$ cat config.mk
export PLATFORM = sky130hd
export DESIGN_NAME = instr_fetch
export DESIGN_NICKNAME = d
export VERILOG_FILES = /design/src/rtl/instr_fetch.sv
export SDC_FILE = /design/constraint.sdc
export NUM_CORES = 1
export LEC_CHECK = 0
export CAP_MARGIN = 10
export CORE_MARGIN = 8
export CORE_UTILIZATION = 43
export DETAILED_ROUTE_END_ITERATION = 6
export PLACE_DENSITY = 0.8
export SETUP_SLACK_MARGIN = 0.1
export SLEW_MARGIN = 20
export SYNTH_ARGS = -nofsm -noshare
export SYNTH_HDL_FRONTEND = slang
export SYNTH_SLANG_ARGS = --single-unit
$ cat constraint.sdc
create_clock -name clk_i -period 3.1 [get_ports clk_i]
set_clock_uncertainty 0.15 [all_clocks]
set_input_delay 0.62 -clock clk_i [delete_from_list [all_inputs] [get_ports clk_i]]
set_output_delay 0.62 -clock clk_i [all_outputs]
set_load 0.05 [all_outputs]
$ cat src/rtl/instr_fetch.sv
// 6502 fetch stage: owns the PC, reads a 3-byte word, trims it to the opcode's length and hands it to decode.
// Optional fetch_cnt_o accepted-instruction counter under `FETCH_CNT_EN.
module instr_fetch #(
    parameter int                       MEM_ADDR_SIZE = 16,
    parameter logic [MEM_ADDR_SIZE-1:0] RESET_PC      = '0
) (
    input  logic                     clk_i,
    input  logic                     rst_i,
    output logic [MEM_ADDR_SIZE-1:0] mem_addr_o,
    input  logic [23:0]              mem_data_i,
    input  logic                     redirect_i,
    input  logic [MEM_ADDR_SIZE-1:0] redirect_pc_i,
    output logic                     instr_valid_o,
    input  logic                     instr_ready_i,
    output logic [23:0]              instr_o,
    output logic [1:0]               instr_len_o,
    output logic [MEM_ADDR_SIZE-1:0] instr_pc_o
`ifdef FETCH_CNT_EN
    ,
    output logic [15:0]              fetch_cnt_o
`endif
);

    typedef enum logic [1:0] {ST_ISSUE, ST_WAIT, ST_VALID} state_t;

    state_t                   state_q, state_d;
    logic [MEM_ADDR_SIZE-1:0] pc_q, pc_d;
    logic [23:0]              instr_q, instr_d;
    logic [1:0]               len_q, len_d;
    logic [MEM_ADDR_SIZE-1:0] ipc_q, ipc_d;
    logic [1:0]               op_len;
    logic                     accept;

    // Length from the opcode's bbb (bits 4:2) and cc (bits 1:0) groups.
    always_comb begin
        logic [2:0] bbb;
        bbb    = mem_data_i[4:2];
        op_len = 2'd1;
        unique case (mem_data_i[1:0])
            2'b01: op_len = (bbb == 3'b011 || bbb == 3'b110 || bbb == 3'b111) ? 2'd3 : 2'd2;
            2'b10: begin
                if (bbb == 3'b011 || bbb == 3'b111)                         op_len = 2'd3;
                else if (bbb == 3'b000 || bbb == 3'b001 || bbb == 3'b101)   op_len = 2'd2;
                else                                                        op_len = 2'd1;
            end
            2'b00: begin
                if (bbb == 3'b000) begin
                    if (mem_data_i[7:5] == 3'b001)                          op_len = 2'd3;
                    else if (mem_data_i[7:5] == 3'b000 || mem_data_i[7:5] == 3'b010
                             || mem_data_i[7:5] == 3'b011)                  op_len = 2'd1;
                    else                                                    op_len = 2'd2;
                end
                else if (bbb == 3'b010 || bbb == 3'b110)                    op_len = 2'd1;
                else if (bbb == 3'b011 || bbb == 3'b111)                    op_len = 2'd3;
                else                                                        op_len = 2'd2;
            end
            default: op_len = 2'd1;
        endcase
    end

    assign accept        = (state_q == ST_VALID) && instr_ready_i;
    assign mem_addr_o    = pc_q;
    assign instr_valid_o = (state_q == ST_VALID);
    assign instr_o       = instr_q;
    assign instr_len_o   = len_q;
    assign instr_pc_o    = ipc_q;

    always_comb begin
        state_d = state_q;
        pc_d    = pc_q;
        instr_d = instr_q;
        len_d   = len_q;
        ipc_d   = ipc_q;
        case (state_q)
            ST_ISSUE: state_d = ST_WAIT;
            ST_WAIT: begin
                len_d   = op_len;
                ipc_d   = pc_q;
                state_d = ST_VALID;
                case (op_len)
                    2'd1:    instr_d = {16'h0000, mem_data_i[7:0]};
                    2'd2:    instr_d = {8'h00, mem_data_i[15:0]};
                    default: instr_d = mem_data_i;
                endcase
            end
            ST_VALID: begin
                if (instr_ready_i) begin
                    pc_d    = pc_q + MEM_ADDR_SIZE'(len_q);
                    state_d = ST_ISSUE;
                end
            end
            default: state_d = ST_ISSUE;
        endcase
        // Redirect beats everything, including an accept in the same cycle.
        if (redirect_i) begin
            pc_d    = redirect_pc_i;
            state_d = ST_ISSUE;
        end
    end

    always_ff @(posedge clk_i) begin
        if (rst_i) begin
            state_q <= ST_ISSUE;
            pc_q    <= RESET_PC;
            instr_q <= '0;
            len_q   <= 2'd1;
            ipc_q   <= '0;
        end else begin
            state_q <= state_d;
            pc_q    <= pc_d;
            instr_q <= instr_d;
            len_q   <= len_d;
            ipc_q   <= ipc_d;
        end
    end

`ifdef FETCH_CNT_EN
    logic [15:0] cnt_q;
    always_ff @(posedge clk_i) begin
        if (rst_i)       cnt_q <= '0;
        else if (accept) cnt_q <= cnt_q + 16'd1;
    end
    assign fetch_cnt_o = cnt_q;
`else
    logic unused_accept;
    assign unused_accept = accept;
`endif

endmodule

# After elaboration in Yosys (flattened, before gate mapping)

Index checks and enable logic that the tools add are counted.

Flip-flop bits (word level): 60
Output and inout bits: 59
Bits of input ports: 44
Word-level logic and storage cells: 53

Add/sub/neg operators: 1
Equality and inequality tests: 16
Mux-type cells: 15
Reductions and logical operators: 16

Operators by type and width:

| kind                 | number |
|---|---|
| $mux W16             | 3 |
| $pmux W24 S2         | 1 |
| $add A16 B2 Y16      | 1 |
| $mux W2              | 7 |
| $eq A3 B2 Y1 const B | 4 |
| $pmux W2 S3          | 2 |
| $eq A3 B3 Y1 const B | 3 |
| $logic_or A1 B1 Y1   | 8 |
| $eq A2 B1 Y1 const B | 3 |
| $eq A2 B2 Y1 const B | 3 |
| $eq A3 B1 Y1 const B | 2 |
| $logic_not A3 Y1     | 2 |
| $logic_not A2 Y1     | 2 |
| $reduce_bool A2 Y1   | 2 |
| $mux W1              | 2 |
| $ne A2 B1 Y1 const B | 1 |
| $reduce_and A2 Y1    | 1 |
| $reduce_or A2 Y1     | 1 |

# Logic depth before layout (Yosys ltp)

Depth in word-level cells: 9
Mapped depth: 10
Mapped depth without buffers: 9

# Worst setup path before layout

Ideal clock, no wire load.

Path kind: register to register
From: register pc_q[0] (netlist: mem_addr_o[0])
To: register pc_q[12] (netlist: mem_addr_o[12])
Slack: 0.477 ns
Cell stages (with the launch flop): 8
Buffers on the path: 0
Setup time: 0.114 ns
Data required time: 2.836 ns
Clock period less this slack: 2.623 ns
Arrival: 2.359 ns
Cell sequence: dfxtp_1 -> ha_1 -> inv_1 -> fa_1 -> nand4b_2 -> nor4_1 -> a211oi_1 -> a2111oi_0

Longest elaborated chain between the ends: 4

Ends and longest elaborated chain:

| what                   | RTL line | text |
|---|---|---|
| from (decl)            | 27       | `logic [MEM_ADDR_SIZE-1:0] pc_q, pc_d;` |
| from (signal assigned) | 110      | `pc_q <= pc_d;` |
| $add A16 B2 Y16        | 88       | `pc_d = pc_q + MEM_ADDR_SIZE'(len_q);` |
| $mux W16               | 87       | `if (instr_ready_i) begin` |
| $mux W16               | 74       | `case (state_q)` |
| $mux W16               | 95       | `if (redirect_i) begin` |

No other way between the ends. The select of a mux whose other input is x is not followed.
A chain may end at the register's enable or synchronous reset.

# Worst setup path after layout

From: input port mem_data_i[1]
To: register instr_q[15] (netlist: instr_o[15])

Longest elaborated chain between the ends: 4
Elaborated cells on any way between the ends: 7
Classes of those cells: 4 x eq/ne; 2 x mux; 1 x reduce/logical

Ends and longest elaborated chain:

| what                                         | RTL line | text |
|---|---|---|
| from (decl)                                  | 10       | `input logic [23:0] mem_data_i,` |
| $eq A2 B2 Y1 (tied with other cells)         | 39       | `unique case (mem_data_i[1:0])` |
| $pmux W2 S3 (*)                              | 39       |  |
| $eq A2 B2 Y1 or $eq A2 B1 Y1 (tied branches) | 80       | `case (op_len)` |
| $pmux W24 S2 (*)                             | 80       |  |
| to (signal assigned)                         | 111      | `instr_q <= instr_d;` |
| to (decl)                                    | 28       | `logic [23:0] instr_q, instr_d;` |

Mark *: on every way between the ends. The rest lies on a longest branch, timed or not.

==> results.md <==
Run status:
- The flow ran to the end, and the final reports show no timing, DRC or antenna violations.

Timing:
- The peak clock frequency supported by timing is 0.367 GHz.
- For the final routed database, the setup TNS stands at 0 ns.
- After layout, the worst path uses 88.0% of the clock period.
- Setup repair after global routing left no endpoint under its margin.
- The count of endpoints failing hold in the final timing report is 0.
- The max-slew violation count came to 0.
- The transition time at the pin with the least slew margin is 0.728 ns.
- Hold timing on the final database bottoms out at a slack of between 0.3 and 0.4 ns.
- The worst slew margin relative to its limit is 51.2%.
- The total setup violations reported at the end of the flow is 0.
- The post-layout minimum cycle time is 2.73 ns.

Die:
- The number of top-level pins is 103.
- Measured along the x axis, the die boundary spans between 90 and 100 microns.
- The effective utilization at floorplan is 43.9%.
- The core region is 5820 sq um.
- In this run the vertical extent of the chip is approximately 93 microns.
- The die outline area is 8660 sq um.
- The row count is 28.

Synthesis:
- The count of flip-flops with a built-in enable after synthesis is 0.
- The synthesized area per cell is 8.23 sq um.
- The total of flip-flops plus latches after synthesis is 60.
- The portion of synthesized cell area occupied by the leading cell type is 47.1%.
- The count of different cell masters after synthesis is 39.
- Summed over all instances, the cell type with the most area after synthesis is sky130_fd_sc_hd__dfxtp_1.
- Summing the sequential cell areas from Yosys gives 47.1% of the chip area.
- The total nets after synthesis is 358.
- Yosys printed 0 warnings.
- Among all flip-flop cells after synthesis, the most frequent one is sky130_fd_sc_hd__dfxtp_1.
- In the synthesized netlist, the number of instances is 310.
- Yosys attributes the largest share of cell area to sky130_fd_sc_hd__dfxtp_1 47%, sky130_fd_sc_hd__nand2_1 9.7%, sky130_fd_sc_hd__a21oi_1 7.5%.
- The mapped netlist covers ~2600 sq um.
- Of all flip-flops after synthesis, the portion carrying an async set or reset was 0%.

Power:
- The overall power consumption is around 0.002 W.
- Net switching is 28.6% of the power.
- The portion of total power attributed to combinational logic is 19.6%.
- The internal power of the cells totals 0.00143 W.
- In this run, flip-flops and latches consume 42.1% of the power.
- Summed over all nets, the switching power comes to 0.000575 W.
- Power spread over the standard cell area amounts to approximately 520 nW/um^2.
- VDD sags by at most 0.000408 V.
- For this design the static power due to leakage is around 1.4 nW.
- The clock network power share is around two fifths.

Critical path:
- The setup path with the least slack is of type in -> reg.
- Walking the worst path, the cells encountered are clkdlybuf4s50_1, nor4_1, o21bai_1, and3_1, ha_1, nor2_1, nor2_1, a22oi_1, nor2_1.
- The highest-delay cell along the critical path is sky130_fd_sc_hd__clkdlybuf4s50_1.
- Data on the critical path is required at its endpoint by 3.21 ns.
- The sort of element at the start of the critical path is an input port.
- The worst setup path is captured at a flop.
- STA puts the critical path data arrival time at 2.84 ns.
- In this run the worst path has a maximum fanout of 8.
- For this run, the slowest stage of the critical path takes 0.47 ns.
- The critical path's most frequent cell is sky130_fd_sc_hd__nor2_1.

CTS:
- The clock tree synthesis step divided the H-tree into 3 levels.
- The clock latency reported for the late side of the worst-skew pair is 0.33 ns.
- For this design, the CTS-stage hold fixing added 0 buffers.
- The buffer cell driving the clock tree root is sky130_fd_sc_hd__clkbuf_8.
- In this run the deepest clock path goes through 2 buffers.
- The clock net in this run drives a total of 60 sinks.
- The post-CTS setup buffer count is 0.
- The CTS clock-pin slew for the worst setup and hold paths is around 0.07 ns.
- TritonCTS built the clock tree.
- The total clock buffers created by CTS is 9.
- The number of instances resized during post-cts repair is 0.

Worst hold path:
- In this run the worst hold path is classified as reg -> reg.

Final layout:
- Cells with a size suffix above 1 make up 7.23% of the layout.
- In the final design database the tool counted 459 nets.
- The area growth from synthesis to layout is 50.6%.
- The repair_antennas step left the layout with diodes totalling 0.

Routing:
- The first routing iteration left 81 violations.
- Summed over all layers, the routed wires come to 7.69 mm.
- After detailed routing, the number of vias per cell comes to between 5 and 6.
- In the final routed layout, each cell accounts on average for 15.7 microns.
- The first TritonRoute pass finished after 5 iterations.
- For this block, the via count after detailed routing is 2573.
- In this run the remaining antenna-violating nets after routing total 0.
- The number of remaining DRC errors is 0.

Global route:
- The overall routing resource usage is between 15 and 20%.
- The via count of the first global-routing pass is 2648.
- Entering global routing, the biggest net connects 32 pins.
- The residual overflow from global routing is 0.
- The first-pass GRT wire length is 12.8 mm.
- The number of antenna violations at the first check in global routing is 0.

Placement:
- The total half-perimeter wirelength after legalization and detailed placement is 5.66 mm.
- In this run the tool buffered the top-level ports with 102 buffer cells.
- At the end of routability-driven placement, the weighted congestion stood at ~0.78.

Job:
- The total of max-cap violations is 0.
## kinds of logic after synthesis
kind of cell / synth area share, %
simple gates: 25.4
compound gates: 17.9
flops: 47.1
buf+inv: 4.90
xor+xnor: 2.40
fa+ha+maj: 2.26
## state kept, by name, indices dropped and copies added, names as in the netlist
| signal | cells |
|---|---|
| state_q | 2 |
| instr_pc_o | 16 |
| instr_o | 24 |
| instr_len_o | 2 |
| mem_addr_o | 16 |
## final timing paths
check / start / to / slack [ns] / cells after the start
max: mem_data_i[1] / instr_o[15] / 0.37 / 9
min: instr_o[17] / instr_o[17] / 0.31 / 2
max reg2reg: instr_len_o[0] / mem_addr_o[12] / 0.63 / 7
min reg2reg: instr_o[17] / instr_o[17] / 0.31 / 2
## through the flow
step	util [%]	instance area, sq um	instances	setup WS [ns]
2_1_floorplan	-	2550	310	0.477
3_3_place_gp	62.4	3630	475	0.322
3_5_place_dp	62.4	3630	475	0.123
4_1_cts	66.1	3840	490	0.470
5_1_grt	66.1	3840	490	0.228
6_report	66.1	3840	490	0.372
## worst max-delay path: cells and delay by family
kind	cells	cell delay, ns
and+or+nand+nor	5	1.21
buffers and inverters	1	0.47
adders and majority gates	1	0.30
AOI/OAI and AO/OA	2	0.25
## Yosys cell counts (3+ instances only)
library cell               number
sky130_fd_sc_hd__dfxtp_1       60
sky130_fd_sc_hd__nand3_1        9
sky130_fd_sc_hd__nand2_1       66
sky130_fd_sc_hd__xnor2_1        7
sky130_fd_sc_hd__ha_1           3
sky130_fd_sc_hd__a21oi_1       38
sky130_fd_sc_hd__inv_1          9
sky130_fd_sc_hd__nor2_1        27
sky130_fd_sc_hd__nand2b_1       3
sky130_fd_sc_hd__clkbuf_1      16
sky130_fd_sc_hd__or3_1          5
sky130_fd_sc_hd__a211oi_1       8
sky130_fd_sc_hd__nor2b_1        3
sky130_fd_sc_hd__nor3_1         3
sky130_fd_sc_hd__nor4_1         7
sky130_fd_sc_hd__a311oi_1       7
sky130_fd_sc_hd__o21ai_0        6
sky130_fd_sc_hd__a22oi_1        8
## power by group through the flow
| stage | clock network [W] | logic, W | registers, W |
|---|---|---|---|
| 6_report | 0.000769 | 0.000394 | 0.000846 |
| 5_1_grt | 0.000825 | 0.000423 | 0.000851 |
| 4_1_cts | 0.000779 | 0.000396 | 0.000846 |
| 3_5_place_dp | 0 | 0.000395 | 0.000863 |
| 3_3_place_gp | 0 | 0.000390 | 0.000862 |
| 2_1_floorplan | 0 | 0.000110 | 0.000980 |
## cell type report
type	instances	area (sq um)
clock buffer	11	141
clock inverter	4	73.8
fill	519	1970
inverter	9	33.8
multi-input combinational	222	1230
sequential	60	1200
tap	75	93.8
timing repair buffer	109	1070
## routing by layer
metal | share of wire, % | routed length (microns) | GRT usage [%]
met5 | 0 | 0 | 0
met4 | 1.7 | 133 | 8.32
met3 | 6.7 | 515 | 5.77
met2 | 47 | 3600 | 28.9
met1 | 45 | 3440 | 22.0
## layout by cell type (no fill, tap or decap), drive strengths merged, types with 2 or more instances in the layout
cell type	Yosys	final
nor2b	3	3
nor2	27	27
clkbuf	18	11
nor3	3	3
or4	2	2
xnor2	7	7
bufinv	0	2
dfxtp	60	60
ha	3	3
a311oi	7	7
inv	9	9
o21ai	6	6
nand4	2	2
a21oi	38	38
nand3	9	9
a22oi	8	8
clkinv	0	2
clkdlybuf4s50	0	101
nand4b	2	2
o211ai	2	2
o21bai	2	2
and3	2	2
nand2b	3	3
nand2	67	67
buf	1	8
a211oi	8	8
nor4	7	7
or3	5	5
Power figures use the tool's default switching activity.
